File: src/rtl/control_sequencer.sv
// Hardwired fetch/decode/execute sequencer driving the phase-1 datapath strobes.
// Define ILLEGAL_TRAP_EN to make undefined opcodes set the sticky illegal flag and halt.
module control_sequencer #(
   parameter logic [4:0] NOP_OPC  = 5'b11000,
   parameter logic [4:0] HALT_OPC = 5'b11001,
   parameter int         REG_W    = 4
) (
   input  logic             Clock,
   input  logic             Reset,
   input  logic             Stop,
   input  logic [31:0]      IR,
   output logic             PCout,
   output logic             ZHighout,
   output logic             Zlowout,
   output logic             MDRout,
   output logic             MARin,
   output logic             Zin,
   output logic             PCin,
   output logic             MDRin,
   output logic             IRin,
   output logic             Yin,
   output logic             HIin,
   output logic             LOin,
   output logic             IncPC,
   output logic             Read,
   output logic [4:0]       alu_op,
   output logic             reg_out_en,
   output logic [REG_W-1:0] reg_out_sel,
   output logic             reg_in_en,
   output logic [REG_W-1:0] reg_in_sel,
   output logic             Run,
   output logic             illegal
);

   // state   | meaning
   // S_RST   | held in reset, everything quiet
   // S_T0    | PC -> MAR, PC+1 -> Z
   // S_T1    | Z -> PC, memory read into MDR
   // S_T2    | MDR -> IR, opcode decided at end of cycle
   // S_T3    | Rb -> Y
   // S_T4    | Rc (Rb for neg/not) through ALU -> Z
   // S_T5    | Zlow -> Ra, or Zlow -> LO for mul/div
   // S_T6    | Zhigh -> HI (mul/div only)
   // S_PAUSE | parked between instructions while Stop is high
   // S_HALT  | halted, left only by Reset
   typedef enum logic [3:0] {
      S_RST   = 4'd0,
      S_T0    = 4'd1,
      S_T1    = 4'd2,
      S_T2    = 4'd3,
      S_T3    = 4'd4,
      S_T4    = 4'd5,
      S_T5    = 4'd6,
      S_T6    = 4'd7,
      S_PAUSE = 4'd8,
      S_HALT  = 4'd9
   } state_t;

   localparam logic [4:0] OPC_ADD = 5'b00011;
   localparam logic [4:0] OPC_OR  = 5'b01010;
   localparam logic [4:0] OPC_MUL = 5'b01111;
   localparam logic [4:0] OPC_DIV = 5'b10000;
   localparam logic [4:0] OPC_NEG = 5'b10001;
   localparam logic [4:0] OPC_NOT = 5'b10010;

   state_t state, state_nxt;

   logic [4:0]       opc;
   logic [REG_W-1:0] ra, rb, rc;
   logic             is_alu3, is_muldiv, is_unary, is_exec, is_halt, is_nop, is_undef;
   logic             unused_ir;

   assign opc       = IR[31:27];
   assign ra        = IR[26 -: REG_W];
   assign rb        = IR[22 -: REG_W];
   assign rc        = IR[18 -: REG_W];
   assign unused_ir = ^IR[14:0];

   assign is_alu3   = (opc >= OPC_ADD) && (opc <= OPC_OR);
   assign is_muldiv = (opc == OPC_MUL) || (opc == OPC_DIV);
   assign is_unary  = (opc == OPC_NEG) || (opc == OPC_NOT);
   assign is_exec   = is_alu3 || is_muldiv || is_unary;
   assign is_halt   = (opc == HALT_OPC);
   assign is_nop    = (opc == NOP_OPC);
   assign is_undef  = !is_exec && !is_halt && !is_nop;

`ifdef ILLEGAL_TRAP_EN
   logic illegal_q;
   logic set_illegal;
`endif

   always_ff @(posedge Clock) begin
      if (Reset) begin
         state <= S_RST;
`ifdef ILLEGAL_TRAP_EN
         illegal_q <= 1'b0;
`endif
      end else begin
         state <= state_nxt;
`ifdef ILLEGAL_TRAP_EN
         illegal_q <= illegal_q | set_illegal;
`endif
      end
   end

`ifdef ILLEGAL_TRAP_EN
   assign illegal = illegal_q;
`else
   assign illegal = 1'b0;
`endif

   always_comb begin
      state_nxt = state;
`ifdef ILLEGAL_TRAP_EN
      set_illegal = 1'b0;
`endif
      case (state)
         S_RST: state_nxt = S_T0;
         S_T0:  state_nxt = S_T1;
         S_T1:  state_nxt = S_T2;
         S_T2: begin
            // IR is taken as it stands in T2; undefined opcodes fall through to the NOP path
            if (is_halt) begin
               state_nxt = S_HALT;
            end else if (is_exec) begin
               state_nxt = S_T3;
`ifdef ILLEGAL_TRAP_EN
            end else if (is_undef) begin
               state_nxt   = S_HALT;
               set_illegal = 1'b1;
`endif
            end else begin
               state_nxt = Stop ? S_PAUSE : S_T0;
            end
         end
         S_T3:    state_nxt = S_T4;
         S_T4:    state_nxt = S_T5;
         S_T5:    state_nxt = is_muldiv ? S_T6 : (Stop ? S_PAUSE : S_T0);
         S_T6:    state_nxt = Stop ? S_PAUSE : S_T0;
         S_PAUSE: state_nxt = Stop ? S_PAUSE : S_T0;
         S_HALT:  state_nxt = S_HALT;
         default: state_nxt = S_RST;
      endcase
   end

   always_comb begin
      PCout       = 1'b0;
      ZHighout    = 1'b0;
      Zlowout     = 1'b0;
      MDRout      = 1'b0;
      MARin       = 1'b0;
      Zin         = 1'b0;
      PCin        = 1'b0;
      MDRin       = 1'b0;
      IRin        = 1'b0;
      Yin         = 1'b0;
      HIin        = 1'b0;
      LOin        = 1'b0;
      IncPC       = 1'b0;
      Read        = 1'b0;
      alu_op      = 5'd0;
      reg_out_en  = 1'b0;
      reg_out_sel = '0;
      reg_in_en   = 1'b0;
      reg_in_sel  = '0;
      Run         = 1'b0;
      case (state)
         S_T0: begin
            Run   = 1'b1;
            PCout = 1'b1;
            MARin = 1'b1;
            IncPC = 1'b1;
            Zin   = 1'b1;
         end
         S_T1: begin
            Run     = 1'b1;
            Zlowout = 1'b1;
            PCin    = 1'b1;
            Read    = 1'b1;
            MDRin   = 1'b1;
         end
         S_T2: begin
            Run    = 1'b1;
            MDRout = 1'b1;
            IRin   = 1'b1;
         end
         S_T3: begin
            Run         = 1'b1;
            reg_out_en  = 1'b1;
            reg_out_sel = rb;
            Yin         = 1'b1;
         end
         S_T4: begin
            Run         = 1'b1;
            reg_out_en  = 1'b1;
            reg_out_sel = is_unary ? rb : rc;
            alu_op      = opc;
            Zin         = 1'b1;
         end
         S_T5: begin
            Run     = 1'b1;
            Zlowout = 1'b1;
            if (is_muldiv) begin
               LOin = 1'b1;
            end else begin
               reg_in_en  = 1'b1;
               reg_in_sel = ra;
            end
         end
         S_T6: begin
            Run      = 1'b1;
            ZHighout = 1'b1;
            HIin     = 1'b1;
         end
         default: ;
      endcase
   end

endmodule

File: config.mk
export PLATFORM = sky130hd
export DESIGN_NAME = control_sequencer
export DESIGN_NICKNAME = d
export VERILOG_FILES = /design/src/rtl/control_sequencer.sv
export SDC_FILE = /design/constraint.sdc
export NUM_CORES = 1
export LEC_CHECK = 0
export ABC_AREA = 1
export BUFFER_PORTS_ARGS = -buffer_cell sky130_fd_sc_hd__buf_2
export CORE_UTILIZATION = 38
export CTS_BUF_LIST = sky130_fd_sc_hd__clkbuf_8
export DETAILED_ROUTE_END_ITERATION = 8
export HOLD_SLACK_MARGIN = 0.12
export PLACE_DENSITY = 0.82
export SYNTH_ARGS = -nofsm -noshare
export SYNTH_HDL_FRONTEND = slang
export SYNTH_SLANG_ARGS = --single-unit
File: constraint.sdc
create_clock -name Clock -period 1.85 [get_ports Clock]
set_clock_uncertainty 0.2 [all_clocks]
set_input_delay 0.37 -clock Clock [delete_from_list [all_inputs] [get_ports Clock]]
set_output_delay 0.37 -clock Clock [all_outputs]
set_load 0.01 [all_outputs]
== After elaboration in Yosys (flattened, before gate mapping) ==
Index checks and enable logic that the tools add are counted.
Word-level totals
  bits in registers: 4
  bits in latches: 0
  bits in writable memories: 0
  bits in read-only memories: 0
  input bits: 35
  output and inout port bits: 31
  word-level logic and storage cells: 51
  memories kept: 0
Cells by class
  $add $sub $neg: 0
  multiply operators: 0
  div/mod/pow operators: 0
  $lt $le $gt $ge: 2
  equality and inequality tests: 14
  shifts and indexed selects: 0
  multiplexer cells: 23
  bitwise gates (word level): 0
  reductions and logical operators: 11
Operators with widths (number)
  one-hot mux 4 bit (9 select lines): 1
  two-way mux 4 bit: 7
  equality test 5 bit, second input constant: 4
  equality test 4 x 3 -> 1 bit, second input constant: 4
  two-way mux 1 bit: 13
  equality test 4 x 2 -> 1 bit, second input constant: 2
  equality test 4 bit, second input constant: 2
  one-hot mux 4 bit (2 select lines): 1
  OR reduction 2 bit: 4
  OR reduction 7 bit: 1
  equality test 5 x 4 -> 1 bit, second input constant: 1
  greater-or-equal comparator 5 x 2 -> 1 bit, second input constant: 1
  less-or-equal comparator 5 x 4 -> 1 bit, second input constant: 1
  two-way mux 5 bit: 1
  equality test 4 x 1 -> 1 bit, second input constant: 1
  logical NOT 4 bit: 1
  logical OR 1 bit: 4
  logical AND 1 bit: 1

== Depth between registers and ports, before layout ==
  depth in word-level cells: 7
  mapped depth: 10
  mapped depth without buffers: 9

== Worst setup path before layout ==
No wires, ideal clock.
  path type: register -> output
  from: register state[3]
  to: output port reg_out_sel[0]
  arrival time: 1087 ps
  required time: 1280 ps
  setup slack: 193 ps
  cell stages (with the launch flop): 7
  path buffers: 1
  path through: dfxtp_1 -> buf_6 -> nor2_8 -> inv_2 -> nor2_8 -> o21ai_1 -> o21ai_1
On the way
  cells in the longest elaborated chain, start to end: 2
  elaborated cells between the ends (all ways): 3
  classes of those cells: 2 x eq/ne; 1 x mux
Ends and longest elaborated chain
  start: declaration: RTL line 66  | state_t state, state_nxt;
  start signal: assignment: RTL line 99  | state <= state_nxt;
  equality test 4 x 3 -> 1 bit: RTL line 167  | case (state)
  one-hot mux 4 bit (2 select lines) (*): RTL line 167
  end: declaration: RTL line 28  | output logic [REG_W-1:0] reg_out_sel,
Mark *: on every way between the ends. The rest lies on a longest branch, timed or not.

== Worst setup path after layout ==
  from: register state[2]
  to: output port reg_out_sel[3]
The elaborated chain is that of the path after synthesis.

==> impl_metrics.json <==
{
  "power_frac_seq_pct": 15.9,
  "grt_pass1_wl_um": 2980,
  "rrSetupSlack_ns": 0.40,
  "synth_area_leaders": "nor2_1 13%, dfxtp_1 11%, nand2_1 10%",
  "clockPowerShare_pct": 27.4,
  "cts_root_buf": "clkbuf_8",
  "yosysTopAreaCellShare_pct": 12.6,
  "final_cell_area_um2": 1100,
  "p_sw_share_pct": 42.8,
  "largest_register_ffs": 4,
  "r2r_start": "state[3]$_SDFF_PP0_",
  "power_density_nw_per_um2": 613,
  "drc": 0,
  "top_register": "state",
  "worstReg2RegEnd": "state[0]$_SDFF_PP0_",
  "top_regs": "state: 4 flops",
  "cp.arrival_ns": 1.28,
  "synth_flop_cell": "dfxtp_1",
  "grt_pass1_vias": 760,
  "nNetsFinal": 214,
  "ant_nets": 0,
  "rr_worst_depth": 8,
  "rows": 15,
  "synth_async_sr_flop_share_pct": 0,
  "hold_depth": 2,
  "setup_viol": 1,
  "h-tree-depth": 1,
  "post-dp-hpwl_um": 1460,
  "holdCritPathClass": "in -> reg",
  "p_leak_nw": 0.686,
  "status": "finished, violations left",
  "dp_cells": 192,
  "worstPathRequired_ns": 1.28,
  "violations": "setup timing",
  "synth_top_area_cell": "nor2_1",
  "maxSlewViolCount": 0,
  "cts_hold_buf": 0,
  "clk_pin_slew_ns": 0.03,
  "rsz0062_at_grt": "true",
  "timing.final.hold_violations": 0,
  "avgSynthCellArea_um2": 5.82,
  "synth-edff-count": 0,
  "antenna_found_initial": 0,
  "period_minus_slack_ns": 1.85,
  "ys_warn_count": 0,
  "cap_violations": 0,
  "gp_congestion": 0.824,
  "instances_no_fill": 202,
  "via_per_inst": 4.57,
  "crit_type": "reg -> out",
  "synth-seq-cells": 4,
  "hold_end": "state[3]$_SDFF_PP0_",
  "critPathCaptureType": "output pin",
  "hold_ws_ns": 0.153,
  "peakVddDrop_mv": 0.479,
  "diodes": 0,
  "start_kind": "flop",
  "p_sw_w": 0.000287,
  "seq_area_frac_synth_pct": 11.2,
  "drtPass1Iterations": 4,
  "setup_ws_ns": -0.00253,
  "finalSetupTns_ns": -0.00253,
  "synth_nets": 158,
  "grt_max_degree": 11,
  "num_io_pins": 66,
  "max_freq_ghz": 0.540,
  "dr.first_iter.drc_count": 14,
  "die_w_um": 45.4,
  "grt.total_usage_pct": 19.3,
  "synth_area_um2": 716,
  "internal-power_w": 0.000385,
  "die-height_um": 45.4,
  "cts_buffers": 3,
  "hold_start": "Reset",
  "syn-instance-count": 123,
  "clock_latency_ns": 0.22,
  "finalWirelength_um": 1930,
  "dpl-instance-area_um2": 950,
  "critPathMaxFanout": 8,
  "core_um2": 1750,
  "drive_gt1_share_pct": 55.4,
  "clock_sinks": 4,
  "dieArea_um2": 2060,
  "combPwrFrac_pct": 56.7,
  "cts_tree": "yes",
  "fillCellCount": 165,
  "post_synth_num_cell_types": 24,
  "initial_core_util_pct": 41.0,
  "via_count": 923,
  "syn_to_final_growth_pct": 53.1,
  "grt-ovfl-total": 0,
  "cts_max_path_buffers": 2,
  "wl_per_cell_um": 9.55,
  "io_buffer_count": 49,
  "place_ws_ns": -0.0160,
  "post-route-period-util_pct": 100
}
==> critical path, stage by stage (launching register included) <==
cell	delay [ns]
dfxtp_2	0.32
inv_2	0.05
nor2_8	0.10
inv_4	0.06
nor2_8	0.15
o21ai_4	0.09
o21ai_1	0.14
buf_2	0.15
==> placed cells by master, fill, tap and decap left out, drive strengths merged, types with 3 or more instances in the layout <==
master,synthesis,layout
buf,10,61
nor2,31,31
nand2,25,25
inv,24,24
nand3,8,8
o21ai,6,6
nand4,5,5
nor3,4,4
dfxtp,4,4
clkbuf,0,3
a21oi,3,3
==> cell usage after synthesis, types with 2 or more instances <==
cell	number
nand2_2	5
nor2_8	2
o21ai_1	6
nor2_1	24
inv_1	18
dfxtp_1	4
buf_6	2
nor3_1	3
buf_4	7
nor2_2	2
nor2_4	3
nand4_1	5
nand3_1	7
inv_2	6
nand2_1	19
a21oi_1	2
==> metal layers <==
metal  up-vias  track usage [%]  part of all wire, %
met5         -                0                    0
li1        478                -                    -
met4         0             3.64                 0.88
met1       393             20.8                   42
met3         2             2.38                  5.9
met2        50             38.9                   51
==> power groups by stage <==
stage	clock network (W)	logic (W)	registers, W
6_report	0.000184	0.000381	0.000107
5_1_grt	0.000192	0.000420	0.000108
4_1_cts	0.000183	0.000355	0.000107
3_5_place_dp	0	0.000340	0.000108
3_3_place_gp	0	0.000335	0.000108
2_1_floorplan	0	0.000264	0.000107
==> cells by family after synthesis <==
kind of cell | Yosys count | synth area share, %
flops | 4 | 11.2
buf+inv | 34 | 23.8
compound gates | 11 | 8.74
simple gates | 73 | 55.8
other cells | 1 | 0.524
==> cell type report <==
cell class	count	area (um2)	share of cell area, %
inverter	24	95.1	8.68
sequential	4	82.6	7.53
multi-input combinational	85	510	46.6
tap	25	31.3	2.85
timing repair buffer	61	335	30.6
clock buffer	3	41.3	3.77
==> worst max-delay path by stage <==
stage	end	startpoint	slack, ns	depth (start not counted)
floorplan	reg_out_sel[0]	state[3]$_SDFF_PP0_	0.19	6
global placement	reg_out_sel[1]	IR[29]	0.04	7
detailed placement	reg_out_sel[1]	IR[29]	-0.02	7
CTS	reg_out_sel[1]	state[2]$_SDFF_PP0_	-0.03	7
global route	reg_out_sel[0]	state[2]$_SDFF_PP0_	-0.04	7
finish	reg_out_sel[3]	state[2]$_SDFF_PP0_	-0.003	7
==> through the flow <==
stage          utilization (%)  total power [W]
2_1_floorplan                -         0.000371
3_3_place_gp              54.4         0.000443
4_1_cts                   59.5         0.000646
3_5_place_dp              54.4         0.000449
6_report                  62.8         0.000672
5_1_grt                   62.8         0.000720
==> timing repair <==
action                     CTS  global route
cloned                       0             0
gates resized for setup      5            13
buffers inserted             4             3
setup endpoints to repair   11            23
pin swaps                    4             7
Note: power is estimated with default switching activity, not from simulation.
